===== config.mk =====
export PLATFORM = sky130hd
export DESIGN_NAME = microwave_timer_ctrl
export DESIGN_NICKNAME = d
export VERILOG_FILES = /design/src/rtl/microwave_timer_ctrl.sv
export SDC_FILE = /design/constraint.sdc
export NUM_CORES = 1
export LEC_CHECK = 0
export BUFFER_PORTS_ARGS = -buffer_cell sky130_fd_sc_hd__buf_4
export CAP_MARGIN = 20
export CORE_MARGIN = 4
export CORE_UTILIZATION = 50
export DETAILED_ROUTE_END_ITERATION = 7
export HOLD_SLACK_MARGIN = 0.06
export PLACE_DENSITY = 0.78
export SLEW_MARGIN = 20
export SYNTH_ARGS = -nofsm -noshare
export SYNTH_HDL_FRONTEND = slang
export SYNTH_SLANG_ARGS = --single-unit

===== constraint.sdc =====
create_clock -name clk -period 2.1 [get_ports clk]
set_clock_uncertainty 0.2 [all_clocks]
set_input_delay 0.105 -clock clk [delete_from_list [all_inputs] [get_ports clk]]
set_output_delay 0.105 -clock clk [all_outputs]
set_load 0.01 [all_outputs]

===== src/rtl/microwave_timer_ctrl.sv =====
// Sequencing controller for a four-digit BCD MM:SS countdown chain: keypad entry,
// load/count strobes to the chain, magnetron and done outputs, door interlock.
module microwave_timer_ctrl (
  input  logic        clk,
  input  logic        clrn,
  input  logic        key_valid,
  input  logic [3:0]  key_digit,
  input  logic        start,
  input  logic        stop,
  input  logic        clear,
  input  logic        door_closed,
  input  logic        sec_tick,
  input  logic        timer_zero,
  output logic [15:0] data,
  output logic        loadn,
  output logic        en,
  output logic        mag_on,
  output logic        done,
  output logic [2:0]  state
);

  typedef enum logic [2:0] {
    S_IDLE   = 3'd0,
    S_ENTRY  = 3'd1,
    S_LOAD   = 3'd2,
    S_COOK   = 3'd3,
    S_PAUSE  = 3'd4,
    S_CANCEL = 3'd5,
    S_DONE   = 3'd6,
    S_BAD    = 3'd7
  } state_t;

  state_t      r_state;
  state_t      w_state_nxt;
  logic [15:0] r_entry;
  logic [15:0] w_entry_nxt;
  logic        w_key_ok;
  logic [3:0]  w_sec_tens;

  // key_valid is a one-cycle strobe with no back-pressure: a digit is either
  // consumed on the edge where key_valid is high or it is lost.
  assign w_key_ok = key_valid && (key_digit <= 4'd9);

  always_ff @(posedge clk or negedge clrn) begin
    if (!clrn) begin
      r_state <= S_IDLE;
      r_entry <= '0;
    end else begin
      r_state <= w_state_nxt;
      r_entry <= w_entry_nxt;
    end
  end

  always_comb begin
    w_state_nxt = r_state;
    w_entry_nxt = r_entry;
    case (r_state)
      S_IDLE, S_ENTRY: begin
        // Higher-priority pulses consume the cycle even when they have no effect here.
        if (clear) begin
          w_state_nxt = S_IDLE;
          w_entry_nxt = '0;
        end else if (stop) begin
          w_state_nxt = r_state;
        end else if (start) begin
          if (door_closed) begin
            if (r_entry == 16'h0000) w_entry_nxt = 16'h0030;
            w_state_nxt = S_LOAD;
          end
        end else if (w_key_ok) begin
          w_entry_nxt = {r_entry[11:0], key_digit};
          w_state_nxt = S_ENTRY;
        end
      end
      S_LOAD: w_state_nxt = S_COOK;
      S_COOK: begin
        if (clear)                   w_state_nxt = S_CANCEL;
        else if (stop || !door_closed) w_state_nxt = S_PAUSE;
        else if (timer_zero)         w_state_nxt = S_DONE;
      end
      S_PAUSE: begin
        if (clear || stop)                w_state_nxt = S_CANCEL;
        else if (start && door_closed)    w_state_nxt = S_COOK;
      end
      S_CANCEL: begin
        w_state_nxt = S_IDLE;
        w_entry_nxt = '0;
      end
      S_DONE: begin
        if (start || stop || clear || key_valid || !door_closed) begin
          w_state_nxt = S_IDLE;
          w_entry_nxt = '0;
        end
      end
      default: begin
        w_state_nxt = S_IDLE;
        w_entry_nxt = '0;
      end
    endcase
  end

  // Seconds-tens digit is clamped on the way out; the entry register keeps what was typed.
  assign w_sec_tens = (r_entry[7:4] > 4'd5) ? 4'd5 : r_entry[7:4];
  assign data   = (r_state == S_CANCEL) ? 16'h0000 : {r_entry[15:8], w_sec_tens, r_entry[3:0]};
  assign loadn  = !((r_state == S_LOAD) || (r_state == S_CANCEL));
  assign mag_on = (r_state == S_COOK);
  assign done   = (r_state == S_DONE);
  assign state  = r_state;
  assign en     = (r_state == S_COOK) && sec_tick && !timer_zero && door_closed && !stop && !clear;

endmodule

# Yosys cells after proc, flatten, opt, wreduce, memory -nomap -nowiden
# Index checks and enable logic that the tools add are counted.
dict set report op_classes {
  n_mux 22
  n_eq_ne 13
  n_reduce_logical 25
  n_lt_le_gt_ge 2
  bitwise 1
}
# op count
set ops {}
lappend ops {{16-bit two-way mux} 8}
lappend ops {{16-bit case mux with 3 select lines} 1}
lappend ops {{3-bit two-way mux} 11}
lappend ops {{16-bit zero test} 1}
lappend ops {{3-bit case mux with 5 select lines} 1}
lappend ops {{4-bit != test (second input constant)} 3}
lappend ops {{6-bit AND reduction} 2}
lappend ops {{3-bit equality test (second input constant)} 3}
lappend ops {{1-bit logical AND} 7}
lappend ops {{1-bit logical OR} 7}
lappend ops {{3-bit by 2-bit equality test with 1-bit output (second input constant)} 2}
lappend ops {{3-bit != test (second input constant)} 2}
lappend ops {{1-bit zero test} 5}
lappend ops {{4-bit by 3-bit > comparator with 1-bit output (second input constant)} 1}
lappend ops {{4-bit <= comparator (second input constant)} 1}
lappend ops {{4-bit two-way mux} 1}
lappend ops {{4-bit by 3-bit != test with 1-bit output (second input constant)} 1}
lappend ops {{3-bit by 1-bit equality test with 1-bit output (second input constant)} 1}
lappend ops {{3-bit zero test} 1}
lappend ops {{3-bit OR reduction} 1}
lappend ops {{2-bit by 1-bit != test with 1-bit output (second input constant)} 1}
lappend ops {{2-bit OR reduction} 1}
lappend ops {{1-bit inverter} 1}
dict set report totals {
  reg_bits 19
  elab_cells 65
  inputBits 13
}

# Depth between registers and ports, before layout
# Gate-level depths: netlist of the first run.
dict set report logic_depth {
  depth_word 7
  mapped_depth 7
  mapped_depth_nobuf 5
}

# Worst setup path after synthesis of the first run
# OpenSTA, ideal clock, no wires.
dict set report synth_path {
  kind {flip-flop to flip-flop}
  start {register r_state[2] (netlist: state[2])}
  end {register r_entry[11]}
  setup_ps 121
  period_less_slack_ps 1951
  arrival_time_ps 1631
  path_slack_ps 149
  path_buffers 2
  path_stages_with_launch 8
  path_cell_list {dfrtp_1 -> buf_6 -> nor2b_1 -> a32oi_1 -> a21boi_2 -> nand3b_4 -> buf_6 -> a22o_1}
}
dict set report synth_via {
  elab_chain_len 4
  word_cells_on_any_way 16
  classes_between {eq/ne (10); mux (1); bitwise (1); reduce/logical (4)}
}
# element line_no
set synth_lines {}
lappend synth_lines {{start: declaration} 33} ;# state_t r_state;
lappend synth_lines {{start signal: assignment} 49} ;# r_state <= w_state_nxt;
lappend synth_lines {{3-bit by 1-bit equality test with 1-bit output (tied with other cells)} 57} ;# case (r_state)
lappend synth_lines {{2-bit OR reduction / 3-bit OR reduction (equally long branches)} n/a}
lappend synth_lines {{4-bit != test (no line) (tied with other cells)} n/a}
lappend synth_lines {{6-bit AND reduction (no line)} n/a}
lappend synth_lines {{end signal: assignment} 50} ;# r_entry <= w_entry_nxt;
lappend synth_lines {{end: declaration} 35} ;# logic [15:0] r_entry;
# Several ways; a longest one is shown, not always the timed one.
# A chain may end at the register's enable or synchronous reset.

# Worst setup path after layout of the first run
dict set report layout_path {
  start {register r_state[1] (netlist: state[1])}
  end {register r_state[1] (netlist: state[1])}
}
dict set report layout_via {
  elab_chain_len 4
  word_cells_on_any_way 15
  classes_between {eq/ne (11); mux (1); reduce/logical (3)}
}
# element line_no
set layout_lines {}
lappend layout_lines {{3-bit by 1-bit equality test with 1-bit output / 3-bit zero test (equally long branches)} 57}
lappend layout_lines {{2-bit OR reduction} 57}
lappend layout_lines {{4-bit != test (no line) / 3-bit != test (equally long branches)} n/a}
lappend layout_lines {{6-bit AND reduction (no line)} n/a}
# Several ways; a longest one is shown, not always the timed one.

==> results of run 1 <==
[synth_stat cells (all sizes together), types with 3 or more instances]
cell type,n,area share
a21o,3,0.019
a21oi,4,0.017
a22o,13,0.098
and2,13,0.070
and3,4,0.021
buf,6,0.046
dfrtp,19,0.41
inv,4,0.013
nand2,5,0.016
nor2,10,0.039
nor3,3,0.023
nor3b,3,0.019
nor4,4,0.021
o21ai,3,0.013
[placed cells by master, fill, tap and decap left out, types with 2 or more instances in the layout]
cell	netlist	layout
a22o_1	13	13
dfrtp_1	19	17
dfrtp_2	0	2
nor4_1	4	3
inv_1	3	3
and2_1	13	13
a21o_1	3	3
nor2_4	1	2
nor3_1	2	2
clkbuf_4	0	3
nor2_1	9	8
o21ai_0	3	3
buf_4	2	37
nand2_1	5	5
a32oi_1	2	2
and3_1	4	4
nor2b_1	2	2
nor3b_1	3	3
a21oi_1	4	4
dlygate4sd3_1	0	9
[worst max-delay path by stage]
stage / slack, ns / depth (start not counted) / endpoint / start
after floorplan: 0.15 / 7 / r_entry[11] / state[2]
after global placement: 0.06 / 5 / state[1] / state[1]
after detailed placement: 0.07 / 5 / state[1] / state[1]
after CTS: 0.02 / 4 / data[4] / state[1]
after global routing: 0.009 / 5 / state[1] / state[1]
final: 0.07 / 5 / state[1] / state[1]
[timing repair]
item | CTS | global route
hold buffers | 10 | 0
setup endpoints to repair | 0 | 32
gates resized for setup | 0 | 6
endpoints found under the hold margin | 25 | 0
setup buffers | 0 | 1
[worst reg2reg max path, delay by kind of cell (launching register included)]
kind	cells	cell delay [ns]
and+or+nand+nor	3	0.83
AOI/OAI and AO/OA	2	0.42
DFF	1	0.51
[per-layer routing]
| metal | part of all wire | vias up | global-route usage |
|---|---|---|---|
| met2 | 0.52 | 44 | 0.3306 |
| met1 | 0.39 | 540 | 0.2304 |
| met3 | 0.061 | 8 | 0.03908 |
| li1 | - | 522 | - |
| met4 | 0.022 | 0 | 0.09492 |
| met5 | 0 | - | 0 |
[layout make-up]
class | instances | area (µm²)
clock buffers | 4 | 26.28
multi-input cells | 89 | 634.4
repair buffers | 47 | 380.4
inverters | 4 | 15.01
well taps | 28 | 35.03
flip-flops and latches | 19 | 478.0
fillers | 174 | 643.1
[metrics by stage]
stage | setup WS (ns) | util
6_report | 0.07409 | 0.7093
5_1_grt | 0.009234 | 0.7093
4_1_cts | 0.01579 | 0.6946
3_5_place_dp | 0.06542 | 0.6374
3_3_place_gp | 0.06429 | 0.6374
2_1_floorplan | 0.1485 | -
[state kept, by name, summed over array words and instances (netlist names)]
register  count
state         3
r_entry      16
[power by group through the flow]
stage,Combinational (mW),Clock [mW],Sequential (mW)
2_1_floorplan,0.413,0,0.465
3_3_place_gp,0.533,0,0.503
3_5_place_dp,0.539,0,0.503
4_1_cts,0.561,0.191,0.496
5_1_grt,0.626,0.210,0.513
6_report,0.577,0.193,0.504
[cell families (layout without fill, tap and decap cells)]
group                  after synthesis  count (layout)  share of synthesized area
AOI/OAI and AO/OA                   31              31                     0.2049
buffers and inverters               12              55                    0.06544
DFF                                 19              19                     0.4077
muxes                                2               2                    0.01824
other                                1               1                   0.003216
and+or+nand+nor                     54              55                     0.3004
==> metrics, run 1 <==
status complete, no violations; Die Span X 56.30 µm; via count of the first global-routing pass 1,052; via count 1,114; first-pass GRT wire length ~4800 µm; Worst Hold Slack 0.05953 ns; DRT antenna net count 0; Final Non-Filler Cells 191; total core area 2212 µm²; initial DRC count 42; Clock Latency Late Sink about 0.3 ns; Avg Cell Area, Syn 9.799 µm²; DRT Pass-1 Iters 4; Mapped Nets 132; Cell Int Power 762.7 µW; Clk pwr share 0.152; Post-synth EDFFs 0; IO Count 36; Starting Density 0.5271; Port Buffers 34; Netlist cell types between 40 and 50; Hold WC Path Type in2reg; Leak Pwr 0.7899 nW; slowest CP cell dfrtp_2; H-tree level count 1; critical path class reg2reg; Data required, critical path between 2 and 2.5 ns; Root Buffer clkbuf_4; switching share of power 0.4014; Hold EP r_entry[8]; critical path fanouts, max 13; worst hold path depth 3; clock sinks 19; Comb power frac 0.453; post-synthesis instance total 119; crit path buf inv count 0; ant diodes 0; Syn Std Cell Area 1166 µm²; async set or reset register ratio after synthesis 1.000; post-route cell area approximately 1600 µm²; Net Switching a little over 500 µW; TritonCTS clock tree yes; initial antenna violation count 0; Synth Warn # 0; Slew Limit Fails 0; Seq/Total Area, Yosys 0.4077; Final Setup Violations 0; PwrDens 812.1 nW/µm²; cells along the critical path and4bb_1 > a32oi_1 > o211ai_1 > or4_1 > nand2_1; HPWL after DPL roughly 2000 µm; clock slew at reported path FFs 0.12 ns; r2r endpoint state[1]; Tot GR Track Use 0.1937; Via density roughly 5.8; Tcrit/Tclk final 0.9647; fmax 493.6 MHz; Tot Pwr 1.274 mW; endpoints failing hold 0; pin count of the biggest net entering global routing 20; DP Area 1410 µm²; critical path's top delay family simple AND/OR/NAND/NOR gates; minimum clock period 2.026 ns; Slew @ Worst Pin approximately 0.86 ns; reg2reg setup slack 0.07 ns; hold path start start; area growth from synthesis to layout 34.55%; DRC Markers 0; buffers from clock root to sink, at most 2; GRT overflow 0; sequential share of power 0.396; total wire length 3069 µm; Die Y 56.30 µm; Worst Setup End Kind register; register bit total from synthesis 19; Core Rows 17; Max VDD drop 0.6991 mV; # nets final 177; Startpoint Class register; Post-synth top flop dfrtp_1; CTS buffer count 3; Placer Congestion 0.8495; Max-Cap Viols 0; layout cell share with drive strength beyond 1 0.3190; RSZ-0062 raised after global routing no; TNS Setup 0 ns; mean routed wirelength per cell about 16 µm; crit path DAT a little over 2 ns; Slew HR 0.4253; cell count of the worst reg-to-reg path 5; Die Area ~3200 µm²; CP max stage delay 0.51 ns; Crit Reg-Reg Startpoint state[1]; placed insts 175
(Power assumes the default switching activity.)
==> run 2: changes to the inputs <==
SETUP_SLACK_MARGIN = 0.1   (was default)
==> run 2 against run 1 <==
  * Register-to-register slack better by 0.03 ns
  * First-iteration DRC count unchanged
  * Combinational power up 24%
  * Die area unchanged
  * Count of clock-buffer cells in the layout unchanged
  * Hold slack better by 0.011 ns
  * Via count up 5.4%
  * Total power up 9.9%
  * Critical endpoint unchanged
==> metrics, run 2 (synthesis gave the netlist of run 1 again) <==
status complete, no violations; TNS Setup 0 ns (unchanged); Clock Latency Late Sink 0.31 ns (about the same); GR Util met2 0.3356 (+0.005008); DRT antenna net count 0 (unchanged); PwrDens 829.6 nW/µm² (+2.1%); initial DRC count 42 (unchanged); cells along the critical path and4bb_1 > a32oi_1 > o211ai_1 > or4_1 > nand2_1; Leak Pwr 0.8666 nW (+9.7%); Tcrit/Tclk final 0.9521 (-0.01260); initial antenna violation count 0 (unchanged); Die Y 56.30 µm (unchanged); Slew Limit Fails 0 (unchanged); crit path DAT 2.05 ns (-0.02 ns); RSZ-0062 raised after global routing yes; Placer Congestion 0.8495 (unchanged); ant diodes 0 (unchanged); minimum clock period 1.999 ns (-0.02645 ns); Crit Reg-Reg Startpoint state[1]; Via density 5.899 (+1.1%); GRT overflow 0 (unchanged); Largest register FFs 16 (unchanged); buffers from clock root to sink, at most 2 (unchanged); met3 Usage GRT 0.03448 (-0.004598); clock sinks 19 (unchanged); Data required, critical path 2.15 ns (about the same); CTS buffer count 3 (unchanged); Starting Density 0.5271 (unchanged); commonest cells after routing, fill and taps aside buf_4, dfrtp_1, and2_1, a22o_1, dlygate4sd3_1; most common cell after layout, fill and taps aside buf_4; critical path class reg2reg; clock slew at reported path FFs 0.11 ns (about the same); H-tree level count 1 (unchanged); Port Buffers 34 (unchanged); Setup Slack @ Placement 0.06542 ns (unchanged); placed insts 175 (unchanged); via count of the first global-routing pass 1,052 (unchanged); Die Span X 56.30 µm (unchanged); first-pass GRT wire length 4767 µm (-0.29%); Die Area 3169 µm² (unchanged); Tot GR Track Use 0.1928 (-0.0009639); endpoints failing hold 0 (unchanged); Startpoint Class register; critical path fanouts, max 8 (-5); area growth from synthesis to layout 44.74%; pin count of the biggest net entering global routing 20 (unchanged); HPWL after DPL 2030 µm (unchanged); slowest CP cell dfrtp_2; total core area 2212 µm² (unchanged); TritonCTS clock tree yes; Final Non-Filler Cells 199 (+4.2%); GR peak layer met2; CP max stage delay 0.49 ns (-0.02 ns); mean routed wirelength per cell 16.25 µm (+1.1%); IO Count 36 (unchanged); met1 Usage GRT 0.2290 (-0.001449); Worst Hold Slack 0.07014 ns (+0.01061 ns); layout cell share with drive strength beyond 1 0.3743 (+0.05525); Final Setup Violations 0 (unchanged); via count 1,174 (+5.4%); Hold WC Path Type in2reg; Max-Cap Viols 0 (unchanged); # nets final 185 (+4.5%); fmax 500.1 MHz (+1.3%); Tot Pwr 1.400 mW (+9.9%); Core Rows 17 (unchanged); Max VDD drop 0.6912 mV (-1.1%); hold path start start; Root Buffer clkbuf_4; DRC Markers 0 (unchanged); Final WS setup 0.1005 ns (+0.02645 ns); Worst Setup End Kind register; Fillers 158 (-9.2%); CP startpoint state[1]; Top reg by flops r_entry; DRT Pass-1 Iters 4 (unchanged); total wire length 3234 µm (+5.4%)
-- run 2: changes by cell type in the layout (fill, tap and decap cells not counted), sizes merged --
cell	delta
buf	+6
dlygate4sd3	+1
nand3b	+1
-- run 2: per-layer routing --
layer	vias up	wire length [µm]
met4	0	68
met3	7	185
met5	-	0
met1	572	1325
met2	50	1654
li1	545	-
-- run 2: path summary, 6_finish.rpt --
kind,end,slack [ns],cells after the start
max,state[1],0.10,5
min,r_entry[6],0.07,3
max reg2reg,state[1],0.10,5
min reg2reg,r_entry[15],0.37,1
max in group asynchronous,state[2],0.96,3
min in group asynchronous,r_entry[14],0.52,3
-- run 2: worst max-delay path, delay by kind of cell (launching register included) --
kind	cells	cell delay [ns]
AOI/OAI and AO/OA	2	0.44
DFF	1	0.49
and+or+nand+nor	3	0.81
-- run 2: repair_timing --
action | in CTS | in global routing
hold buffers | 10 | 2
cloned | 0 | 2
endpoints found under the hold margin | 25 | 20
pin swaps | 0 | 8
gates resized for setup | 2 | 12
setup endpoints to repair | 31 | 19
setup buffers | 3 | 4
-- run 2: area by class of cell --
type | instances | area (µm²) | area share
multi-input cells | 90 | 696.9 | 0.4129
clock buffers | 4 | 26.28 | 0.01557
well taps | 28 | 35.03 | 0.02076
flip-flops and latches | 19 | 479.2 | 0.2839
repair buffers | 54 | 435.4 | 0.2580
inverters | 4 | 15.01 | 0.008895
-- run 2: power breakdown --
part | internal [mW] | total [mW] | switching, mW
registers | 0.414 | 0.491 | 0.0766
logic | 0.355 | 0.715 | 0.360
clock network | 0.0742 | 0.194 | 0.120
total | 0.843 | 1.40 | 0.557
-- run 2: through the flow --
| step | instance area [µm²] | util |
|---|---|---|
| after floorplan | 1166 | - |
| after global placement | 1410 | 0.6374 |
| after CTS | 1562 | 0.7059 |
| after global routing | 1688 | 0.7630 |
| final | 1688 | 0.7630 |
| after detailed placement | 1410 | 0.6374 |
==> run 3: changes to the inputs <==
CORE_ASPECT_RATIO = 1.75   (was default)
MAX_ROUTING_LAYER = met4   (was default)
==> run 3 against run 2 <==
  * Die area rose by 0.95%
  * Count of clock-buffer cells in the layout did not move
  * The flow now finishes with violations (design-rule violations)
  * Wire length rose by 7.4%
  * Largest cell class unchanged
==> metrics, run 3 (synthesis gave the netlist of run 1 again) <==
Tot GR Track Use 0.2165 (+0.02371); total core area 2175 µm² (-1.7%); Top reg by flops r_entry; Clock Latency Late Sink 0.29 ns (-0.02 ns); minimum clock period 1.970 ns (-0.02937 ns); Worst Setup End Kind register; Slew @ Worst Pin 0.8309 ns; Die Span X 44.51 µm (-21%); critical path fanouts, max 6 (-2); reg2reg setup slack 0.13 ns (+0.03 ns); DRT antenna net count 0 (unchanged); status finished, violations left; Worst Hold Slack 0.08479 ns (+0.01465 ns); Hold EP r_entry[2]; Slew HR 0.4442; clock slew at reported path FFs 0.10 ns (about the same); critical path's top delay family simple AND/OR/NAND/NOR gates; initial DRC count 47 (+12%); Placer Congestion 0.9413 (+11%); fmax 507.6 MHz (+1.5%); clock sinks 19 (unchanged); cell count of the worst reg-to-reg path 5 (unchanged); total wire length 3474 µm (+7.4%); Tot Pwr 1.420 mW (+1.4%); worst hold path depth 3 (unchanged); TritonCTS clock tree yes; endpoints failing hold 0 (unchanged); most common cell after layout, fill and taps aside buf_4; Core Rows 22 (+5); Tcrit/Tclk final 0.9381 (-0.01399); Slew Limit Fails 0 (unchanged); area growth from synthesis to layout 42.17%; Startpoint Class register; buffers from clock root to sink, at most 2 (unchanged); GRT overflow 0 (unchanged); initial antenna violation count 0 (unchanged); Final WS setup 0.1299 ns (+0.02937 ns); Port Buffers 34 (unchanged); Data required, critical path 2.12 ns (-0.03 ns); H-tree level count 1 (unchanged); Largest register FFs 16 (unchanged); CP max stage delay 0.55 ns (+0.06 ns); crit path DAT 1.99 ns (-0.06 ns); DRC Markers 2 (+2); Hold WC Path Type in2reg; Final Setup Violations 0 (unchanged); PwrDens 856.4 nW/µm² (+3.2%); CTS buffer count 3 (unchanged); Fillers 162 (+2.5%); HPWL after DPL 2311 µm (+14%); pin count of the biggest net entering global routing 20 (unchanged); slowest CP cell or4_1; cells along the critical path nor4bb_1 > a32oi_2 > o211ai_1 > or4_1 > nand2_1; layout cell share with drive strength beyond 1 0.3588 (-0.01545); Starting Density 0.5362 (+0.009099); Root Buffer clkbuf_4; crit path buf inv count 0 (unchanged); ant diodes 0 (unchanged); first-pass GRT wire length 5161 µm (+8.3%); Crit Reg-Reg Startpoint state[1]; RSZ-0062 raised after global routing yes; Die Area 3199 µm² (+0.95%); mean routed wirelength per cell 17.91 µm (+10%); DRT Pass-1 Iters 6 (+2); via count of the first global-routing pass 1,140 (+8.4%); Leak Pwr 0.8714 nW (+0.55%); Die Y 71.89 µm (+28%); hold path start start; Max VDD drop 0.7171 mV (+3.7%); Via density 6.124 (+3.8%); Setup Slack @ Placement 0.08530 ns (+0.01988 ns); TNS Setup 0 ns (unchanged); r2r endpoint state[1]; critical path class reg2reg; via count 1,188 (+1.2%); IO Count 36 (unchanged); Max-Cap Viols 0 (unchanged); violated checks design-rule violations; commonest cells after routing, fill and taps aside buf_4, dfrtp_1, and2_1, a22o_1, nor2_1; # nets final 184 (-0.54%)
==> run 3: where the power goes <==
group / total [mW] / switching, mW / internal (mW)
clock: 0.174 / 0.100 / 0.0738
sequential: 0.487 / 0.0726 / 0.414
combinational: 0.759 / 0.395 / 0.364
==> run 3: worst max path at each step <==
stage / end / from / cells after the start
6_report: state[1] / state[1] / 5
3_3_place_gp: r_entry[15] / state[2] / 5
2_1_floorplan: r_entry[11] / state[2] / 7
5_1_grt: state[1] / state[1] / 5
4_1_cts: state[1] / state[2] / 5
3_5_place_dp: r_entry[12] / state[2] / 5
==> run 3: repair_timing <==
action,in CTS,in global routing
buffers inserted,1,6
endpoints found under the hold margin,24,0
pin swaps,1,7
gates cloned,0,2
setup endpoints to repair,15,34
hold buffers,9,0
resized for setup,3,9
==> run 3: per-layer routing <==
layer | routed length, µm | global-route usage | up-vias
li1 | - | - | 540
met1 | 1199 | 0.2101 | 580
met2 | 1919 | 0.4032 | 54
met3 | 199 | 0.03266 | 14
met4 | 156 | 0.08389 | 0
met5 | 0 | - | -
==> run 3: metrics by stage <==
| step | util | area (µm²) | std cells |
|---|---|---|---|
| 2_1_floorplan | - | 1166 | 119 |
| 3_3_place_gp | 0.6496 | 1413 | 172 |
| 3_5_place_dp | 0.6496 | 1413 | 172 |
| 4_1_cts | 0.7112 | 1546 | 186 |
| 5_1_grt | 0.7624 | 1658 | 194 |
| 6_report | 0.7624 | 1658 | 194 |
==> run 3: final cells by class <==
type                       count  area [µm²]  area share
inverter                       4       15.01    0.009057
multi-input combinational     90       675.6      0.4075
timing repair buffer          53       431.7      0.2604
tap                           24       30.03     0.01811
clock buffer                   4       26.28     0.01585
sequential                    19       479.2      0.2891
==> run 3: worst reg2reg max path, stage by stage (launching register included) <==
cell      delay, ns
dfrtp_2        0.48
nor4bb_1       0.17
a32oi_2        0.25
o211ai_1       0.18
or4_1          0.55
nand2_1        0.08
